--- src/rtl/par_chk_serial_if.sv ---
// par_chk_serial_if: control/status bundle between the RX FSM (master) and the parity checker (slave).
// PAR_ERR_CNT_EN adds the saturating error counter and its clear.
interface par_chk_serial_if
`ifdef PAR_ERR_CNT_EN
  #(parameter int CNT_WIDTH = 8)
`endif
  ;
  logic par_en, par_typ, start_chk, bit_valid, par_chk_en, sampled_bit;
  logic par_err, par_done;
`ifdef PAR_ERR_CNT_EN
  logic [CNT_WIDTH-1:0] err_cnt;
  logic err_cnt_clr;
  modport master (output par_en, par_typ, start_chk, bit_valid, par_chk_en, sampled_bit, err_cnt_clr,
                  input par_err, par_done, err_cnt);
  modport slave (input par_en, par_typ, start_chk, bit_valid, par_chk_en, sampled_bit, err_cnt_clr,
                 output par_err, par_done, err_cnt);
`else
  modport master (output par_en, par_typ, start_chk, bit_valid, par_chk_en, sampled_bit,
                  input par_err, par_done);
  modport slave (input par_en, par_typ, start_chk, bit_valid, par_chk_en, sampled_bit,
                 output par_err, par_done);
`endif
endinterface

--- src/rtl/par_chk_serial.sv ---
// par_chk_serial: serial even/odd parity checker with registered error flag and done pulse.
// PAR_ERR_CNT_EN adds a saturating error counter (err_cnt) with synchronous clear.
module par_chk_serial #(
  parameter int DATA_WIDTH = 8
`ifdef PAR_ERR_CNT_EN
  , parameter int CNT_WIDTH = 8
`endif
) (
  input logic clk,
  input logic rst,
  par_chk_serial_if.slave bus
);
  localparam int BW = $clog2(DATA_WIDTH + 1);
  localparam logic [BW-1:0] LAST = BW'(DATA_WIDTH - 1);
  localparam logic [1:0] IDLE = 2'd0, ACC = 2'd1, WAIT_PAR = 2'd2;
  logic [1:0] state;
  logic [BW-1:0] cnt;
  logic acc, typ;
  logic active, fire, err_val, err_inc;
  // start_chk and a falling par_en both pre-empt any strobe in the same cycle
  always_comb begin
    active = bus.par_en && !bus.start_chk;
    fire = active && bus.par_chk_en && (state == ACC || state == WAIT_PAR);
    err_val = (state == ACC) ? 1'b1 : (bus.sampled_bit != (acc ^ typ));
    err_inc = fire && err_val;
  end
  always_ff @(posedge clk or negedge rst) begin
    if (!rst) begin
      state <= IDLE;
      cnt <= '0;
      acc <= 1'b0;
      typ <= 1'b0;
      bus.par_err <= 1'b0;
      bus.par_done <= 1'b0;
    end else begin
      bus.par_done <= fire;
      if (!bus.par_en) begin
        state <= IDLE;
      end else if (bus.start_chk) begin
        state <= ACC;
        cnt <= '0;
        acc <= 1'b0;
        typ <= bus.par_typ;
        bus.par_err <= 1'b0;
      end else if (fire) begin
        state <= IDLE;
        bus.par_err <= err_val;
      end else if (state == ACC && bus.bit_valid) begin
        acc <= acc ^ bus.sampled_bit;
        cnt <= cnt + 1'b1;
        state <= (cnt == LAST) ? WAIT_PAR : ACC;
      end
    end
  end
`ifdef PAR_ERR_CNT_EN
  always_ff @(posedge clk or negedge rst) begin
    if (!rst) bus.err_cnt <= '0;
    else bus.err_cnt <= bus.err_cnt_clr ? CNT_WIDTH'(err_inc) :
                        (err_inc && bus.err_cnt != '1) ? bus.err_cnt + 1'b1 : bus.err_cnt;
  end
`endif
endmodule

--- src/flat_wrapper.sv ---
// flat-port wrapper written by rule: the top's interface ports become plain ports
module par_chk_serial_flat 
#(
  parameter int DATA_WIDTH = 8

)
  (clk, rst, bus_par_en, bus_par_typ, bus_start_chk, bus_bit_valid, bus_par_chk_en, bus_sampled_bit, bus_par_err, bus_par_done);
  par_chk_serial_if bus_i ();
  input logic clk;
  input logic rst;
  input wire logic [$bits(bus_i.par_en)-1:0] bus_par_en;
  input wire logic [$bits(bus_i.par_typ)-1:0] bus_par_typ;
  input wire logic [$bits(bus_i.start_chk)-1:0] bus_start_chk;
  input wire logic [$bits(bus_i.bit_valid)-1:0] bus_bit_valid;
  input wire logic [$bits(bus_i.par_chk_en)-1:0] bus_par_chk_en;
  input wire logic [$bits(bus_i.sampled_bit)-1:0] bus_sampled_bit;
  output wire logic [$bits(bus_i.par_err)-1:0] bus_par_err;
  output wire logic [$bits(bus_i.par_done)-1:0] bus_par_done;
  assign bus_i.par_en = bus_par_en;
  assign bus_i.par_typ = bus_par_typ;
  assign bus_i.start_chk = bus_start_chk;
  assign bus_i.bit_valid = bus_bit_valid;
  assign bus_i.par_chk_en = bus_par_chk_en;
  assign bus_i.sampled_bit = bus_sampled_bit;
  assign bus_par_err = bus_i.par_err;
  assign bus_par_done = bus_i.par_done;
  par_chk_serial #(.DATA_WIDTH(DATA_WIDTH)) u_core (.clk(clk), .rst(rst), .bus(bus_i));
endmodule
--- config.mk ---
export PLATFORM = sky130hd
export DESIGN_NAME = par_chk_serial_flat
export DESIGN_NICKNAME = d
export VERILOG_FILES = /design/src/rtl/par_chk_serial_if.sv /design/src/rtl/par_chk_serial.sv /design/src/flat_wrapper.sv
export SDC_FILE = /design/constraint.sdc
export NUM_CORES = 1
export LEC_CHECK = 0
export BUFFER_PORTS_ARGS = -buffer_cell sky130_fd_sc_hd__clkbuf_2
export CAP_MARGIN = 20
export CORE_AREA = 2 2 39 41
export DETAILED_ROUTE_END_ITERATION = 10
export DIE_AREA = 0 0 41 43
export PLACE_DENSITY = 0.66
export SYNTH_ARGS = -nofsm -noshare
export SYNTH_HDL_FRONTEND = slang
export SYNTH_SLANG_ARGS = --single-unit
--- constraint.sdc ---
create_clock -name clk -period 1.4 [get_ports clk]
set_input_delay 0.14 -clock clk [delete_from_list [all_inputs] [get_ports clk]]
set_output_delay 0.14 -clock clk [all_outputs]
set_load 0.05 [all_outputs]
==> impl_metrics.yaml <==
job:
  cap_violations: 0
synth:
  yosysWarnings: 0
  ys_types: 29
  ys_ff_latch: 10
  syn_nets: 71
  seq_area_frac_synth_pct: 43.86
  post_synth.cell_area_avg_um2: 9.353
  synth_cells: 61
  syn_area_um2: 570.5
drt:
  routedWlPerCell_um: 14.67
  vias: 511
  postRouteWirelength_um: 1379
  dr.first_iter.drc_count: 2
  antenna_left: 0
  first_pass_iters: 3
  vias_per_cell: 5.436
  drc: 0
die:
  coreArea_um2: 1384
  dieArea_um2: 1763
  die_y_um: 43
  initial_core_util_pct: 41.23
  die_x_um: 41
  io-pin-count: 10
  rows: 14
min_path:
  hp-class: "primary input to register"
  min_from: "bus_par_typ"
timing:
  finalHoldViolations: 0
  fmax_ghz: 0.6929
  setup_violations: 1
  rsz0062_at_grt: "true"
  setup_ws_ns: -0.04327
  slew_headroom_pct: 83.27
  whs_ns: 0.08585
  final.setup_skew_ns: 0.002699
  drv_slew: 0
  period_share_pct: 103.1
  finalSetupTns_ns: -0.04327
  worst_pin_slew_ns: 0.2470
  period_needed_ns: 1.443
power_and_ir_drop:
  swShare_pct: 30.06
  seqPwrFrac_pct: 41.8
  p_clk_share_pct: 32.1
  p_int_mw: 0.5886
  switchingPower_mw: 0.2530
  power.density_nw_per_um2: 1099
  share_comb_of_total_power_pct: 26.2
  irDropWorstVdd_v: 0.0005285
  power.leakage_nw: 0.3551
  finalPower_mw: 0.8415
clock_tree:
  path_clk_slew_ns: 0.07
  clock_latency_ns: 0.27
  post_cts_buffers: 0
  cts_buffer_depth: 2
  htree_levels: 1
  cts-root-buf: "clkbuf_4"
  clkSinkCount: 10
  cts-buffers-inserted: 3
  cts_tree: "built"
finish:
  drive_gt1_share_pct: 38.46
  layout_common_cells: "dfrtp_1 (10), clkbuf_2 (9), buf_4 (6)"
  area_growth_syn_to_layout_pct: 34.21
  num_antenna_cells: 0
  finish.utilization_pct: 55.33
  num-nets-final: 89
  mostFrequentLayoutCell: "dfrtp_1"
  finalNonFillerCells: 94
global_routing:
  first_global_vias: 522
  antenna_found_initial: 0
  grt_use_total_pct: 18.18
  grt_pass1_wl_um: 2187
  grt_max_degree: 14
  grt_overflow: 0
setup_path:
  cp.arrival_ns: 1.60
  criticalPathCategory: "register to register"
  path_buf_inv: 0
  worst_path_max_delay_cell: "dfrtp_1"
  cp_max_fo: 5
  end_kind: "register"
  path_cells: "ha_4 -> nand2b_4 -> and2_4 -> nor3b_2 -> a221o_1"
  crit_family: "flip-flops"
  max_stage_delay_ns: 0.41
  cp.required_ns: 1.55
  r2r_start: "u_core.state[0]"
  cp-start-kind: "register"
  startpoint: "u_core.state[0]"
outcome:
  failed_checks: "setup timing"
  status: "finished with violations"
place:
  dp_hpwl_um: 936.1
  placedCellCount: 89
  portBuffers: 9
  globalplace.congestion: 0.7535
-- through the flow --
| stage | worst slack, ns | cell area [um^2] |
|---|---|---|
| 2_1_floorplan | 0.01164 | 586.8 |
| 3_3_place_gp | 0.004896 | 676.9 |
| 3_5_place_dp | -0.04562 | 676.9 |
| 4_1_cts | -0.03941 | 730.7 |
| 5_1_grt | -0.08506 | 765.7 |
| 6_report | -0.04327 | 765.7 |
-- cell type report --
type / instances / area (um^2)
clock buffer: 4 / 36.28
fill: 122 / 618.1
inverter: 5 / 18.77
multi-input combinational: 43 / 340.3
sequential: 10 / 250.2
tap: 16 / 20.02
timing repair buffer: 16 / 100.1
-- state kept, by name, summed over array words and instances, names as in the netlist --
| name | count |
|---|---|
| u_core.bus.par_err | 1 |
| u_core.bus.par_done | 1 |
| u_core.state | 2 |
| u_core.acc | 1 |
| u_core.cnt | 4 |
| u_core.typ | 1 |
-- final timing paths --
check / end / slack (ns) / cells after the start
max reg2reg: u_core.cnt[0] / -0.04 / 5
max: u_core.cnt[0] / -0.04 / 5
max in group asynchronous: u_core.cnt[2] / 0.93 / 2
min reg2reg: u_core.bus.par_err / 0.51 / 2
min: u_core.typ / 0.09 / 2
min in group asynchronous: u_core.bus.par_err / 0.27 / 2
-- Yosys cell counts --
| cell type | instances | area, um^2 |
|---|---|---|
| nor2b_1 | 1 | 6.260 |
| buf_2 | 2 | 10.01 |
| nand3b_1 | 1 | 7.510 |
| dfrtp_1 | 10 | 250.2 |
| a21oi_1 | 1 | 5.000 |
| o21bai_1 | 1 | 7.510 |
| nand2_1 | 5 | 18.77 |
| a21boi_1 | 1 | 7.510 |
| inv_1 | 5 | 18.77 |
| o311ai_1 | 1 | 8.760 |
| mux2_1 | 1 | 11.26 |
| o22ai_1 | 3 | 18.77 |
| clkbuf_1 | 1 | 3.750 |
| a221o_1 | 1 | 10.01 |
| nand3_1 | 1 | 5.000 |
| and2_1 | 2 | 12.51 |
| nand2b_1 | 3 | 18.77 |
| and2b_1 | 1 | 7.510 |
| or4b_1 | 1 | 10.01 |
| a21boi_2 | 1 | 11.26 |
| o21ai_1 | 1 | 5.000 |
| nor3_1 | 1 | 5.000 |
| xnor2_1 | 2 | 17.52 |
| and3_1 | 2 | 12.51 |
| nor2_1 | 2 | 7.510 |
| o21ai_0 | 2 | 10.01 |
| ha_1 | 2 | 25.02 |
| a31oi_1 | 5 | 31.28 |
| nor3b_1 | 1 | 7.510 |
-- layer usage --
layer	up-vias	track usage [%]	wire, um
li1	251	-	-
met1	251	20.33	624
met2	7	31.25	716
met3	2	4.712	24
met4	0	6.000	14
met5	-	0	0
-- power groups by stage --
stage | sequential [mW] | clock [mW] | combinational, mW
after floorplan | 0.363 | 0 | 0.121
after global placement | 0.354 | 0 | 0.193
after detailed placement | 0.356 | 0 | 0.197
after CTS | 0.351 | 0.270 | 0.203
after global routing | 0.355 | 0.282 | 0.246
final | 0.351 | 0.270 | 0.220
-- repair_timing --
item	CTS	global route
hold endpoints to repair	10	0
setup endpoints to repair	3	8
gates resized for setup	2	6
pin swaps	2	3
hold buffers	1	0
-- cells by family after synthesis --
kind of cell	count (synthesis)	share of synthesized area, %
flip-flops	10	43.86
buffers and inverters	8	5.702
adder cells (fa/ha/maj)	2	4.385
XOR/XNOR	2	3.071
AND/OR/NAND/NOR	21	20.83
multiplexers	1	1.974
AO/OA/AOI/OAI	17	20.18
No activity file was read; power rests on OpenSTA's default activity.
